**src/rtl/seq_divider.sv**
```systemverilog
// Iterative restoring divider: 2W-bit dividend / W-bit divisor, one quotient bit per cycle.
// Valid/ready handshakes on operand and result sides; all outputs are registered.
module seq_divider #(
    parameter int W = 4
) (
    input  logic             clk,
    input  logic             rst,
    input  logic             in_valid,
    output logic             in_ready,
    input  logic [2*W-1:0]   dividend,
    input  logic [W-1:0]     divisor,
    output logic             out_valid,
    input  logic             out_ready,
    output logic [2*W-1:0]   quotient,
    output logic [W-1:0]     remainder,
    output logic             div_by_zero
);

    localparam int DW = 2 * W;
    localparam int CW = $clog2(DW);

    typedef enum logic [1:0] {IDLE, CALC, DONE} state_e;

    state_e          state_q, state_d;
    logic [CW-1:0]   cnt_q, cnt_d;
    logic [W:0]      pr_q, pr_d;
    logic [DW-1:0]   dvd_q, dvd_d;
    logic [W-1:0]    dvs_q, dvs_d;
    logic [DW-1:0]   qacc_q, qacc_d;
    logic [DW-1:0]   quotient_q, quotient_d;
    logic [W-1:0]    remainder_q, remainder_d;
    logic            dbz_q, dbz_d;
    logic            in_ready_q, in_ready_d;
    logic            out_valid_q, out_valid_d;

    // One restoring step: the extra pr bit only serves the compare.
    logic [W:0]      pr_shift;
    logic            pr_ge;
    logic [W:0]      pr_step;

    always_comb begin
        pr_shift = {pr_q[W-1:0], dvd_q[DW-1]};
        pr_ge    = (pr_shift >= {1'b0, dvs_q});
        pr_step  = pr_ge ? (pr_shift - {1'b0, dvs_q}) : pr_shift;
    end

    always_comb begin
        // NOTE: every _d defaults to its _q first so no path leaves a variable unassigned (no latches).
        state_d     = state_q;
        cnt_d       = cnt_q;
        pr_d        = pr_q;
        dvd_d       = dvd_q;
        dvs_d       = dvs_q;
        qacc_d      = qacc_q;
        quotient_d  = quotient_q;
        remainder_d = remainder_q;
        dbz_d       = dbz_q;
        in_ready_d  = in_ready_q;
        out_valid_d = out_valid_q;

        unique case (state_q)
            IDLE: begin
                if (in_valid && in_ready_q) begin
                    dvd_d      = dividend;
                    dvs_d      = divisor;
                    in_ready_d = 1'b0;
                    if (divisor == '0) begin
                        state_d     = DONE;
                        quotient_d  = '1;
                        remainder_d = '0;
                        dbz_d       = 1'b1;
                        out_valid_d = 1'b1;
                    end else begin
                        state_d = CALC;
                        cnt_d   = CW'(DW - 1);
                        pr_d    = '0;
                        qacc_d  = '0;
                    end
                end
            end
            CALC: begin
                pr_d   = pr_step;
                dvd_d  = {dvd_q[DW-2:0], 1'b0};
                qacc_d = {qacc_q[DW-2:0], pr_ge};
                cnt_d  = cnt_q - 1'b1;
                if (cnt_q == '0) begin
                    state_d     = DONE;
                    quotient_d  = {qacc_q[DW-2:0], pr_ge};
                    remainder_d = pr_step[W-1:0];
                    dbz_d       = 1'b0;
                    out_valid_d = 1'b1;
                end
            end
            DONE: begin
                // in_ready stays low here, so a result handshake never overlaps a new accept.
                if (out_ready) begin
                    state_d     = IDLE;
                    out_valid_d = 1'b0;
                    in_ready_d  = 1'b1;
                end
            end
            default: begin
                state_d = IDLE;
            end
        endcase
    end

    // NOTE: sequential state uses non-blocking assignments only; reset is synchronous and wins over everything.
    always_ff @(posedge clk) begin
        if (rst) begin
            state_q     <= IDLE;
            cnt_q       <= '0;
            pr_q        <= '0;
            dvd_q       <= '0;
            dvs_q       <= '0;
            qacc_q      <= '0;
            quotient_q  <= '0;
            remainder_q <= '0;
            dbz_q       <= 1'b0;
            in_ready_q  <= 1'b1;
            out_valid_q <= 1'b0;
        end else begin
            state_q     <= state_d;
            cnt_q       <= cnt_d;
            pr_q        <= pr_d;
            dvd_q       <= dvd_d;
            dvs_q       <= dvs_d;
            qacc_q      <= qacc_d;
            quotient_q  <= quotient_d;
            remainder_q <= remainder_d;
            dbz_q       <= dbz_d;
            in_ready_q  <= in_ready_d;
            out_valid_q <= out_valid_d;
        end
    end

    assign in_ready    = in_ready_q;
    assign out_valid   = out_valid_q;
    assign quotient    = quotient_q;
    assign remainder   = remainder_q;
    assign div_by_zero = dbz_q;

endmodule
```
**config.mk**
```make
export PLATFORM = sky130hd
export DESIGN_NAME = seq_divider
export DESIGN_NICKNAME = d
export VERILOG_FILES = /design/src/rtl/seq_divider.sv
export SDC_FILE = /design/constraint.sdc
export NUM_CORES = 1
export LEC_CHECK = 0
export BUFFER_PORTS_ARGS = -buffer_cell sky130_fd_sc_hd__buf_2
export CORE_ASPECT_RATIO = 1.5
export CORE_MARGIN = 1
export CORE_UTILIZATION = 55
export CTS_BUF_LIST = sky130_fd_sc_hd__clkbuf_8
export CTS_CLUSTER_SIZE = 10
export DETAILED_ROUTE_END_ITERATION = 16
export GPL_ROUTABILITY_DRIVEN = 0
export PLACE_DENSITY_LB_ADDON = 0.1
export SLEW_MARGIN = 20
export SYNTH_ARGS = -nofsm -noshare
export SYNTH_HDL_FRONTEND = slang
export SYNTH_SLANG_ARGS = --single-unit
```
**constraint.sdc**
```tcl
create_clock -name clk -period 2.6 [get_ports clk]
set_input_delay 0.26 -clock clk [delete_from_list [all_inputs] [get_ports clk]]
set_output_delay 0.26 -clock clk [all_outputs]
set_load 0.03 [all_outputs]
```
==> run_results.csv, run 1 <==
group,metric,value,unit
die,dieArea,0.00375,mm²
cts,numCtsBuffers,5,
cts,cts.sinks,43,
critical_path,rr_startpoint,"dvd_q[7]$_SDFFE_PP0P_",
die,die_h,74.5,µm
global_route,top_usage_layer,"met2",
detailed_routing,drtAntennaViolNets,0,
job,maxCapViolCount,0,
timing,finClkSkew,0.00522,ns
yosys,synth-seq-cells,43,
detailed_routing,drt_pass1_iterations,4,
global_route,grt_use_total,24.9,%
yosys,syn_nets,252,
timing,rsz0062_at_grt,"no",
critical_path,worstSetupStartpoint,"dvd_q[7]$_SDFFE_PP0P_",
yosys,synth.distinct_cells,37,
yosys,yosysWarnings,0,
cts,htree_levels,2,
detailed_routing,routed_via_density,5.57,
cts,clk_pin_slew,0.08,ns
timing,slew_viol_final,0,
detailed_routing,vias,1664,
global_route,grt_pass1_vias,1451,
cts,clockBufferDepth,2,
die,ios,31,
final_layout,layout_common_cells,"nor2_1 (50), dfxtp_1 (43), buf_2 (30)",
cts,cts_tree,"built",
yosys,seq_area_frac_synth,44.7,%
critical_path,crit_fanout,6,
final_layout,fin_area,0.00220,mm²
critical_path,path_buf_inv,1,
detailed_routing,drc_errors,0,
cts,clkLatencyLatePin,0.30,ns
detailed_routing,post_drt_wl_per_cell,14.4,µm
placed_design,hpwl,3060,µm
timing,slew_headroom,47.3,%
final_layout,syn_to_final_growth,14.4,%
critical_path,crit_chain,"inv_1 -> ha_1 -> nand2b_1 -> a2111oi_4 -> or2_1 -> a31oi_1 -> a211oi_1",
die,fp.dieW,50.3,µm
critical_path,worst_ep_arrival_time,2.36,ns
critical_path,rrSetupSlack,0.45,ns
final_layout,nets,279,
die,num_rows,26,
worst_hold_path,min_path_cells,3,
cts,post_cts.repair.setup_buffers,0,
critical_path,worstSetupEndpointType,"flip-flop",
worst_hold_path,hold_end,"dvd_q[0]$_SDFFE_PP0P_",
timing,finalHoldViolCount,0,
critical_path,r2r_end,"pr_q[1]$_SDFFE_PP0P_",
timing,finalCritPeriodShare,82.8,%
pwr,power_density,784,mW/mm²
worst_hold_path,hp-class,"input pin to flip-flop",
global_route,grt_pass1_wl,6970,µm
global_route,globalRouteMet1Util,30.4,%
global_route,antenna_found_initial,0,
status,status,"complete, no violations",
yosys,avgSynthCellArea,8.41,µm²
critical_path,worst-endpoint-required,2.81,ns
placed_design,place_area,0.00210,mm²
global_route,grt_use_met3,5.93,%
critical_path,crit_path_start_kind,"flip-flop",
cts,cts_root_buf,"clkbuf_8",
cts,cts_resized,0,
final_layout,num_antenna_cells,0,
critical_path,cp_top_family,"compound AO/OA/AOI/OAI gates",
detailed_routing,drt_iter0_markers,63,
cts,cts_hold_buf,0,
pwr,vdd_drop_max,0.520,mV
global_route,grt_max_degree,42,
timing,period_needed,2.15,ns
timing,worst_slew_pin_slew,0.785,ns
timing,max_freq,464,MHz
yosys,netlist_instances,229,
critical_path,reg2reg_depth,7,
final_layout,layout-drive-gt1-share,18.3,%
global_route,use_met2,42.2,%
yosys,syn_area,0.00193,mm²
detailed_routing,route.final.wire_length,4320,µm
worst_hold_path,min-delay-start,"dividend[0]",
critical_path,critical_path.max_stage_delay,0.45,ns
timing,tns,0,ns
critical_path,criticalPathCategory,"flip-flop to flip-flop",
global_route,grt_overflow,0,
final_layout,final_common_cell,"nor2_1",
placed_design,port_buffers,30,
pwr,total_leakage_power,0.913,nW
die,start_util,57.0,%
timing,finalSetupViolations,0,
die,coreArea,0.00338,mm²
critical_path,cpMaxStageDelayCell,"a2111oi_4",
-- cell families after synthesis --
kind of cell               after synthesis  share of synthesized area [%]
xor gates and xnor gates                 1                          0.455
AOI/OAI and AO/OA                       61                           23.4
muxes                                    1                          0.520
and+or+nand+nor                         89                           20.0
adders and majority gates                7                           4.94
DFF                                     43                           44.7
buffers and inverters                   27                           5.97
-- synthesized netlist by cell type, drive strengths merged --
library cell   n  area (µm²)
a2111o         1        11.3
a2111oi        1        27.5
a211o          1        8.76
a211oi        15         113
a21boi         1        7.51
a21oi         12        60.1
a221oi         2        17.5
a22oi          6        45.0
a2bb2oi        2        17.5
a311oi         8        70.1
a31oi          5        31.3
and3b          1        8.76
buf            8        43.8
clkbuf         8        30.0
dfxtp         43         861
fa             1        20.0
ha             6        75.1
inv           11        41.3
mux2i          1        10.0
nand2         23        88.8
nand2b         1        6.26
nor2          50         188
nor2b          2        12.5
nor3           2        10.0
nor3b          1        7.51
nor4           4        25.0
nor4bb         1        10.0
o2111ai        1        8.76
o21ai          5        25.0
o2bb2ai        1        8.76
or2            3        21.3
or4            1        7.51
xor2           1        8.76
-- worst max path at each step --
stage,endpoint,slack [ns],cells after the start
finish,pr_q[1]$_SDFFE_PP0P_,0.45,7
global route,remainder[2]$_SDFFE_PP0P_,0.29,7
CTS,remainder[1]$_SDFFE_PP0P_,0.44,7
detailed placement,remainder[1]$_SDFFE_PP0P_,0.50,7
floorplan,pr_q[1]$_SDFFE_PP0P_,0.72,8
global placement,remainder[0]$_SDFFE_PP0P_,0.59,7
-- layer usage --
| metal | vias to the layer above | wire length (µm) |
|---|---|---|
| li1 | 863 | - |
| met1 | 769 | 1980 |
| met2 | 26 | 2130 |
| met3 | 6 | 142 |
| met4 | 0 | 59 |
| met5 | - | 0 |
-- stage by stage --
step	total power [W]	setup WS (ns)	util, %	cells	hold WS, ns
2_1_floorplan	0.00116	0.721	-	229	0.399
3_3_place_gp	0.00127	0.587	62.1	291	0.460
3_5_place_dp	0.00127	0.496	62.1	291	0.465
4_1_cts	0.00174	0.444	65.2	299	0.194
5_1_grt	0.00183	0.288	65.2	299	0.198
6_report	0.00173	0.446	65.2	299	0.200
-- where the power goes --
group | total, W | leakage, nW | internal, W | switching (W)
sequential | 0.000779 | 0.352 | 0.000731 | 0.0000481
clock | 0.000469 | 0.0505 | 0.000242 | 0.000228
combinational | 0.000481 | 0.510 | 0.000179 | 0.000302
-- layout make-up --
type / instances / area [µm²]
fillers: 314 / 1180
inverters: 11 / 41.3
flip-flops and latches: 43 / 861
well taps: 42 / 52.6
clock buffers: 7 / 96.3
clock inverters: 1 / 7.51
repair buffers: 36 / 195
multi-input cells: 159 / 951
-- sequential cells by signal, indices dropped and copies added (netlist names), 2 cells and up --
register and count:
remainder 4, dvs_q 4, pr_q 4, state_q 2, quotient 8, dvd_q 8
cnt_q 3, qacc_q 7
-- tightest hold or removal path: stages --
cell,delay [ns]
buf_2,0.10
nand2_1,0.05
a21oi_1,0.05
Power figures use the tool's default switching activity.
==> run 2: changes to the inputs <==
--- a/config.mk
+++ b/config.mk
@@ -5,10 +5,11 @@
 export SDC_FILE = /design/constraint.sdc
 export NUM_CORES = 1
 export LEC_CHECK = 0
+export ABC_AREA = 1
 export BUFFER_PORTS_ARGS = -buffer_cell sky130_fd_sc_hd__buf_2
 export CORE_ASPECT_RATIO = 1.5
 export CORE_MARGIN = 1
-export CORE_UTILIZATION = 55
+export CORE_UTILIZATION = 53
 export CTS_BUF_LIST = sky130_fd_sc_hd__clkbuf_8
 export CTS_CLUSTER_SIZE = 10
 export DETAILED_ROUTE_END_ITERATION = 16
==> constraint.sdc (replaced) <==
create_clock -name clk -period 1.9 [get_ports clk]
set_input_delay 0.19 -clock clk [delete_from_list [all_inputs] [get_ports clk]]
set_output_delay 0.19 -clock clk [all_outputs]
set_load 0.03 [all_outputs]
==> run 2 against run 1 <==
Net effect: design area increased by 5.1%; register-to-register slack got worse by 0.25 ns; sequential cell count did not move; final cell count increased by 12%; largest cell class unchanged.
==> run_results.csv, run 2 <==
group,metric,value,unit
status,status,"complete, no violations",
critical_path,cp_top_family,"simple AND/OR/NAND/NOR gates",
yosys,seq_area_frac_synth,42.8,%
critical_path,criticalPathCategory,"flip-flop to flip-flop",
yosys,netlist.top_cell.by_area,"dfxtp_1",
critical_path,crit_top_cell,"nand2_1",
cts,htree_levels,2,
detailed_routing,drt_pass1_iterations,4,
placed_design,hpwl,2710,µm
critical_path,path_buf_inv,2,
pwr,total_leakage_power,1.11,nW
timing,slew_viol_final,0,
yosys,synthFlopType,"dfxtp_1",
yosys,yosys.cell_count.top_type,"nand2_1",
yosys,syn_nets,284,
critical_path,worst_ep_arrival_time,1.90,ns
global_route,grt_max_degree,25,
yosys,synth_top_area_share,42.8,%
cts,clk_pin_slew,0.08,ns
detailed_routing,route.final.wire_length,3910,µm
critical_path,cpMaxStageDelayCell,"dfxtp_1",
yosys,synth-seq-cells,43,
die,num_rows,27,
cts,post_cts.repair.setup_buffers,0,
global_route,grt_overflow,0,
yosys,synth_edf_count,0,
worst_hold_path,min-delay-start,"out_ready",
yosys,synth.top_cells.by_area,"dfxtp_1 (43%), nand2_1 (11%), inv_1 (5.2%)",
worst_hold_path,hp-class,"input pin to flip-flop",
timing,slew_headroom,60.0,%
global_route,grt_pass1_vias,1562,
cts,clkLatencyLatePin,0.30,ns
die,ios,31,
detailed_routing,routed_via_density,5.09,
die,start_util,55.1,%
global_route,grt_use_met3,4.12,%
pwr,power_density,1950,mW/mm²
final_layout,layout_common_cells,"nand2_1 (61), dfxtp_1 (43), buf_2 (30)",
timing,max_freq,587,MHz
final_layout,layout-drive-gt1-share,21.9,%
cts,clockBufferDepth,2,
detailed_routing,post_drt_wl_per_cell,11.7,µm
critical_path,crit_chain,"inv_1 -> ha_1 -> a21oi_1 -> nand2_1 -> nand2_1 -> nand2_1 -> nand3_1 -> nand3_1 -> nand2_1 -> inv_1",
final_layout,syn_to_final_growth,15.2,%
yosys,ys_async_sr_fraction,0,%
critical_path,reg2reg_depth,10,
pwr,vdd_drop_max,1.06,mV
yosys,syn_area,0.00201,mm²
final_layout,final_common_cell,"nand2_1",
critical_path,worstSetupEndpointType,"flip-flop",
placed_design,pre_cts_ws,0.218,ns
cts,numCtsBuffers,5,
cts,cts_tree,"built",
worst_hold_path,min_path_cells,3,
yosys,synth.top_cells.by_count,"nand2_1 (61), dfxtp_1 (43), inv_1 (28), nor2_1 (23), nand3_1 (17)",
yosys,synth.distinct_cells,29,
global_route,grt_use_total,21.5,%
die,die_h,77.4,µm
timing,period_needed,1.71,ns
pwr,power,0.00452,W
critical_path,crit_path_start_kind,"flip-flop",
yosys,yosysWarnings,0,
detailed_routing,vias,1704,
critical_path,worst-endpoint-required,2.10,ns
timing,finalCritPeriodShare,89.7,%
global_route,antenna_found_initial,0,
detailed_routing,drtAntennaViolNets,0,
critical_path,rr_startpoint,"dvs_q[2]$_SDFFE_PP0P_",
global_route,grt_pass1_wl,6640,µm
worst_hold_path,hold_end,"in_ready$_SDFFE_PP1P_",
cts,cts.sinks,43,
die,dieArea,0.00405,mm²
die,fp.dieW,52.3,µm
critical_path,rrSetupSlack,0.19,ns
job,maxCapViolCount,0,
cts,cts_hold_buf,0,
final_layout,nets,314,
critical_path,cp.depth,10,
global_route,globalRouteMet1Util,25.0,%
timing,worst_slew_pin_slew,0.600,ns
timing,finalSetupViolations,0,
global_route,top_usage_layer,"met2",
critical_path,crit_fanout,6,
yosys,avgSynthCellArea,7.70,µm²
placed_design,place_area,0.00218,mm²
final_layout,fin_area,0.00232,mm²
timing,finalHoldViolCount,0,
global_route,use_met2,37.0,%
critical_path,r2r_end,"pr_q[1]$_SDFFE_PP0P_",
critical_path,critical_path.max_stage_delay,0.34,ns
placed_design,port_buffers,30,
yosys,netlist_instances,261,
timing,setup_slack,0.195,ns
detailed_routing,drc_errors,0,
cts,cts_resized,0,
die,coreArea,0.00365,mm²
detailed_routing,drt_iter0_markers,25,
timing,tns,0,ns
cts,cts_root_buf,"clkbuf_8",
timing,rsz0062_at_grt,"no",
final_layout,num_antenna_cells,0,
timing,finClkSkew,0.00497,ns
run 2: changes by cell type in the layout (fill, tap and decap cells not counted), moves of 6 or more:
cell      previous run  this run
a211oi_1            15         0
a21oi_2              0         6
nand3_1              0        17
nand2_1             22        61
a311oi_1             8         0
inv_1               11        29
o21ai_0              5        16
o21ai_2              0         6
nor2_1              50        23
run 2: metal layers:
layer  part of all wire, %  up-vias
li1                      -      908
met1                    45      745
met2                    49       43
met3                   4.1        8
met4                   2.0        0
met5                     0        -
run 2: worst register-to-register path: stages, from the launching register on:
cell	delay, ns
dfxtp_1	0.34
inv_1	0.04
ha_1	0.32
a21oi_1	0.22
nand2_1	0.08
nand2_1	0.13
nand2_1	0.16
nand3_1	0.13
nand3_1	0.07
nand2_1	0.07
inv_1	0.04
run 2: where the power goes:
group          internal [W]  switching [W]
combinational      0.000707        0.00154
sequential          0.00124       0.000192
clock              0.000520       0.000314
run 2: worst max-delay path by stage:
| stage | startpoint | slack, ns | to |
|---|---|---|---|
| CTS | dvs_q[2]$_SDFFE_PP0P_ | 0.20 | pr_q[1]$_SDFFE_PP0P_ |
| global route | dvs_q[2]$_SDFFE_PP0P_ | 0.004 | pr_q[2]$_SDFFE_PP0P_ |
| finish | dvs_q[2]$_SDFFE_PP0P_ | 0.19 | pr_q[1]$_SDFFE_PP0P_ |
| detailed placement | dvs_q[2]$_SDFFE_PP0P_ | 0.22 | pr_q[3]$_SDFFE_PP0P_ |
| floorplan | dvs_q[2]$_SDFFE_PP0P_ | 0.39 | pr_q[2]$_SDFFE_PP0P_ |
| global placement | dvs_q[2]$_SDFFE_PP0P_ | 0.29 | pr_q[0]$_SDFFE_PP0P_ |
run 2: kinds of logic after synthesis:
logic type	count (synthesis)	synth area share, %
and+or+nand+nor	115	26.3
AOI/OAI and AO/OA	54	16.9
DFF	43	42.8
buffers and inverters	41	8.84
adders and majority gates	7	4.73
xor gates and xnor gates	1	0.436
run 2: area by class of cell:
type,count,area (µm²)
Fill cell,360,1330
Multi-Input combinational cell,177,972
Sequential cell,43,861
Timing Repair Buffer,33,173
Inverter,31,124
Clock buffer,5,68.8
Clock inverter,3,63.8
Tap cell,43,53.8
run 2: through the flow:
step	utilization, %	instances	hold slack, ns
2_1_floorplan	-	261	0.316
3_3_place_gp	59.8	327	0.429
3_5_place_dp	59.8	327	0.445
4_1_cts	63.5	335	0.131
5_1_grt	63.5	335	0.152
6_report	63.5	335	0.127
==> run 3: changes to the inputs <==
--- a/config.mk
+++ b/config.mk
@@ -14,6 +14,7 @@
 export CTS_CLUSTER_SIZE = 10
 export DETAILED_ROUTE_END_ITERATION = 16
 export GPL_ROUTABILITY_DRIVEN = 0
+export GPL_TIMING_DRIVEN = 0
 export PLACE_DENSITY_LB_ADDON = 0.1
 export SLEW_MARGIN = 20
 export SYNTH_ARGS = -nofsm -noshare
==> run 3 against run 2 <==
Net effect: sequential share of layout area grew 0.14 points; clock skew shrank 0.0012 ns; register-to-register slack improved by 0.03 ns; utilization decreased by 0.24 points; critical path depth is the same; clock power shrank 29%; design area decreased by 0.38%; critical path type unchanged.
==> run_results.csv, run 3 (synthesis gave the netlist of run 2 again) <==
group,metric,value,unit
critical_path,cp_top_family,"simple AND/OR/NAND/NOR gates",
pwr,total_leakage_power,1.10,nW
cts,clockBufferDepth,2,
timing,worst_slew_pin_slew,0.595,ns
final_layout,layout_common_cells,"nand2_1 (61), dfxtp_1 (43), buf_2 (34)",
cts,cts_resized,0,
placed_design,port_buffers,30,
critical_path,worst_ep_arrival_time,1.88,ns
timing,finalCritPeriodShare,88.3,%
timing,finalSetupViolations,0,
cts,post_cts.repair.setup_buffers,0,
timing,max_freq,596,MHz
final_layout,nFillCells,354,
job,maxCapViolCount,0,
global_route,grt_pass1_wl,7000,µm
pwr,power_frac_seq,32.9,%
detailed_routing,drc_errors,0,
final_layout,seq_area,861,µm²
die,dieArea,0.00405,mm²
pwr,p_sw,0.00208,W
critical_path,criticalPathCategory,"flip-flop to flip-flop",
placed_design,place_inst,334,
final_layout,final_common_cell,"nand2_1",
critical_path,worstSetupEndpointType,"flip-flop",
pwr,power_density,1880,mW/mm²
critical_path,cpMaxStageDelayCell,"dfxtp_1",
pwr,netSwitchingFraction,47.9,%
cts,clk_pin_slew,0.08,ns
pwr,vdd_drop_max,1.11,mV
detailed_routing,post_drt_wl_per_cell,11.7,µm
detailed_routing,drtAntennaViolNets,0,
worst_hold_path,min_path_cells,3,
detailed_routing,routed_via_density,5.18,
critical_path,reg2reg_depth,10,
final_layout,layout-drive-gt1-share,23.1,%
worst_hold_path,hp-class,"input pin to flip-flop",
cts,cts_root_buf,"clkbuf_8",
pwr,power,0.00435,W
pwr,p_int,0.00227,W
placed_design,place_area,0.00221,mm²
timing,period_needed,1.68,ns
critical_path,crit_chain,"inv_1 -> ha_1 -> a21oi_2 -> nand2_1 -> nand2_1 -> nand2_1 -> nand3_1 -> nand3_1 -> nand2_1 -> inv_1",
final_layout,fin_area,0.00231,mm²
critical_path,crit_top_cell,"nand2_1",
critical_path,crit_path_start_kind,"flip-flop",
global_route,grt_max_degree,15,
final_layout,stdcell_count,342,
timing,finalHoldViolCount,0,
timing,slew_viol_final,0,
critical_path,cp.depth,10,
status,status,"complete, no violations",
global_route,antenna_found_initial,0,
critical_path,path_buf_inv,2,
die,ios,31,
final_layout,nets,321,
global_route,grt_overflow,0,
final_layout,syn_to_final_growth,14.7,%
cts,cts_hold_buf,0,
placed_design,hpwl,2960,µm
final_layout,multi_input_area,976,µm²
final_layout,utilization,63.2,%
die,fp.dieW,52.3,µm
die,num_rows,27,
cts,htree_levels,2,
cts,cts.sinks,43,
die,coreArea,0.00365,mm²
die,die_h,77.4,µm
timing,slew_headroom,60.3,%
cts,clkLatencyLatePin,0.30,ns
timing,rsz0062_at_grt,"no",
timing,tns,0,ns
die,start_util,55.1,%
detailed_routing,route.final.wire_length,4010,µm
pwr,combPwrFrac,53.6,%
critical_path,crit_fanout,6,
critical_path,critical_path.max_stage_delay,0.34,ns
timing,finClkSkew,0.00378,ns
cts,cts_tree,"built",
cts,numCtsBuffers,5,
detailed_routing,drt_iter0_markers,36,
global_route,grt_pass1_vias,1630,
critical_path,worst-endpoint-required,2.10,ns
detailed_routing,drt_pass1_iterations,4,
pwr,clockPowerShare,13.5,%
global_route,grt_use_total,22.9,%
detailed_routing,vias,1773,
final_layout,num_antenna_cells,0,
==> run 3: cell count changes in the layout (fill, tap and decap cells not counted) <==
| cell | before | now |
|---|---|---|
| buf_4 | 3 | 1 |
| clkinvlp_4 | 0 | 2 |
| buf_2 | 30 | 34 |
| buf_6 | 0 | 1 |
| a21oi_1 | 13 | 12 |
| clkinv_2 | 0 | 1 |
| buf_1 | 0 | 1 |
| clkbuf_1 | 0 | 3 |
| bufinv_16 | 2 | 0 |
| inv_1 | 29 | 28 |
| a21oi_2 | 6 | 7 |
==> run 3: metal layers <==
layer | global-route usage [%] | up-vias | share of wire [%]
met5 | 0 | - | 0
met4 | 7.89 | 0 | 1.6
met3 | 4.71 | 5 | 3.7
met2 | 39.2 | 39 | 50
met1 | 27.2 | 802 | 45
li1 | - | 927 | -
==> run 3: path summary, 6_finish.rpt <==
kind,end,slack (ns),start
min,dvs_q[2]$_SDFFE_PP0P_,0.14,divisor[2]
max,remainder[2]$_SDFFE_PP0P_,0.22,dvs_q[2]$_SDFFE_PP0P_
min reg2reg,quotient[1]$_SDFFE_PP0P_,0.47,quotient[1]$_SDFFE_PP0P_
max reg2reg,remainder[2]$_SDFFE_PP0P_,0.22,dvs_q[2]$_SDFFE_PP0P_
==> run 3: area by class of cell <==
type	instances	share of cell area, %
buffer	10	2.33
sequential	43	37.3
tap	43	2.33
timing repair buffer	30	6.51
multi-input combinational	177	42.3
inverter	31	5.37
clock buffer	5	2.98
clock inverter	3	0.868
==> run 3: power by group through the flow <==
stage          clock, W  combinational, W  sequential (W)
2_1_floorplan         0           0.00155         0.00172
3_3_place_gp          0           0.00231         0.00144
3_5_place_dp          0           0.00234         0.00145
4_1_cts        0.000600           0.00234         0.00143
5_1_grt        0.000636           0.00263         0.00148
6_report       0.000589           0.00233         0.00143
==> run 3: worst min-delay path: stages <==
cell and delay [ns]:
buf_2 0.09, inv_1 0.06, a21oi_1 0.05
==> run 3: stage by stage <==
step / setup WS [ns] / hold WS [ns]
2_1_floorplan: 0.387 / 0.316
3_3_place_gp: 0.204 / 0.440
3_5_place_dp: 0.193 / 0.446
4_1_cts: 0.182 / 0.141
5_1_grt: 0.00331 / 0.143
6_report: 0.223 / 0.141
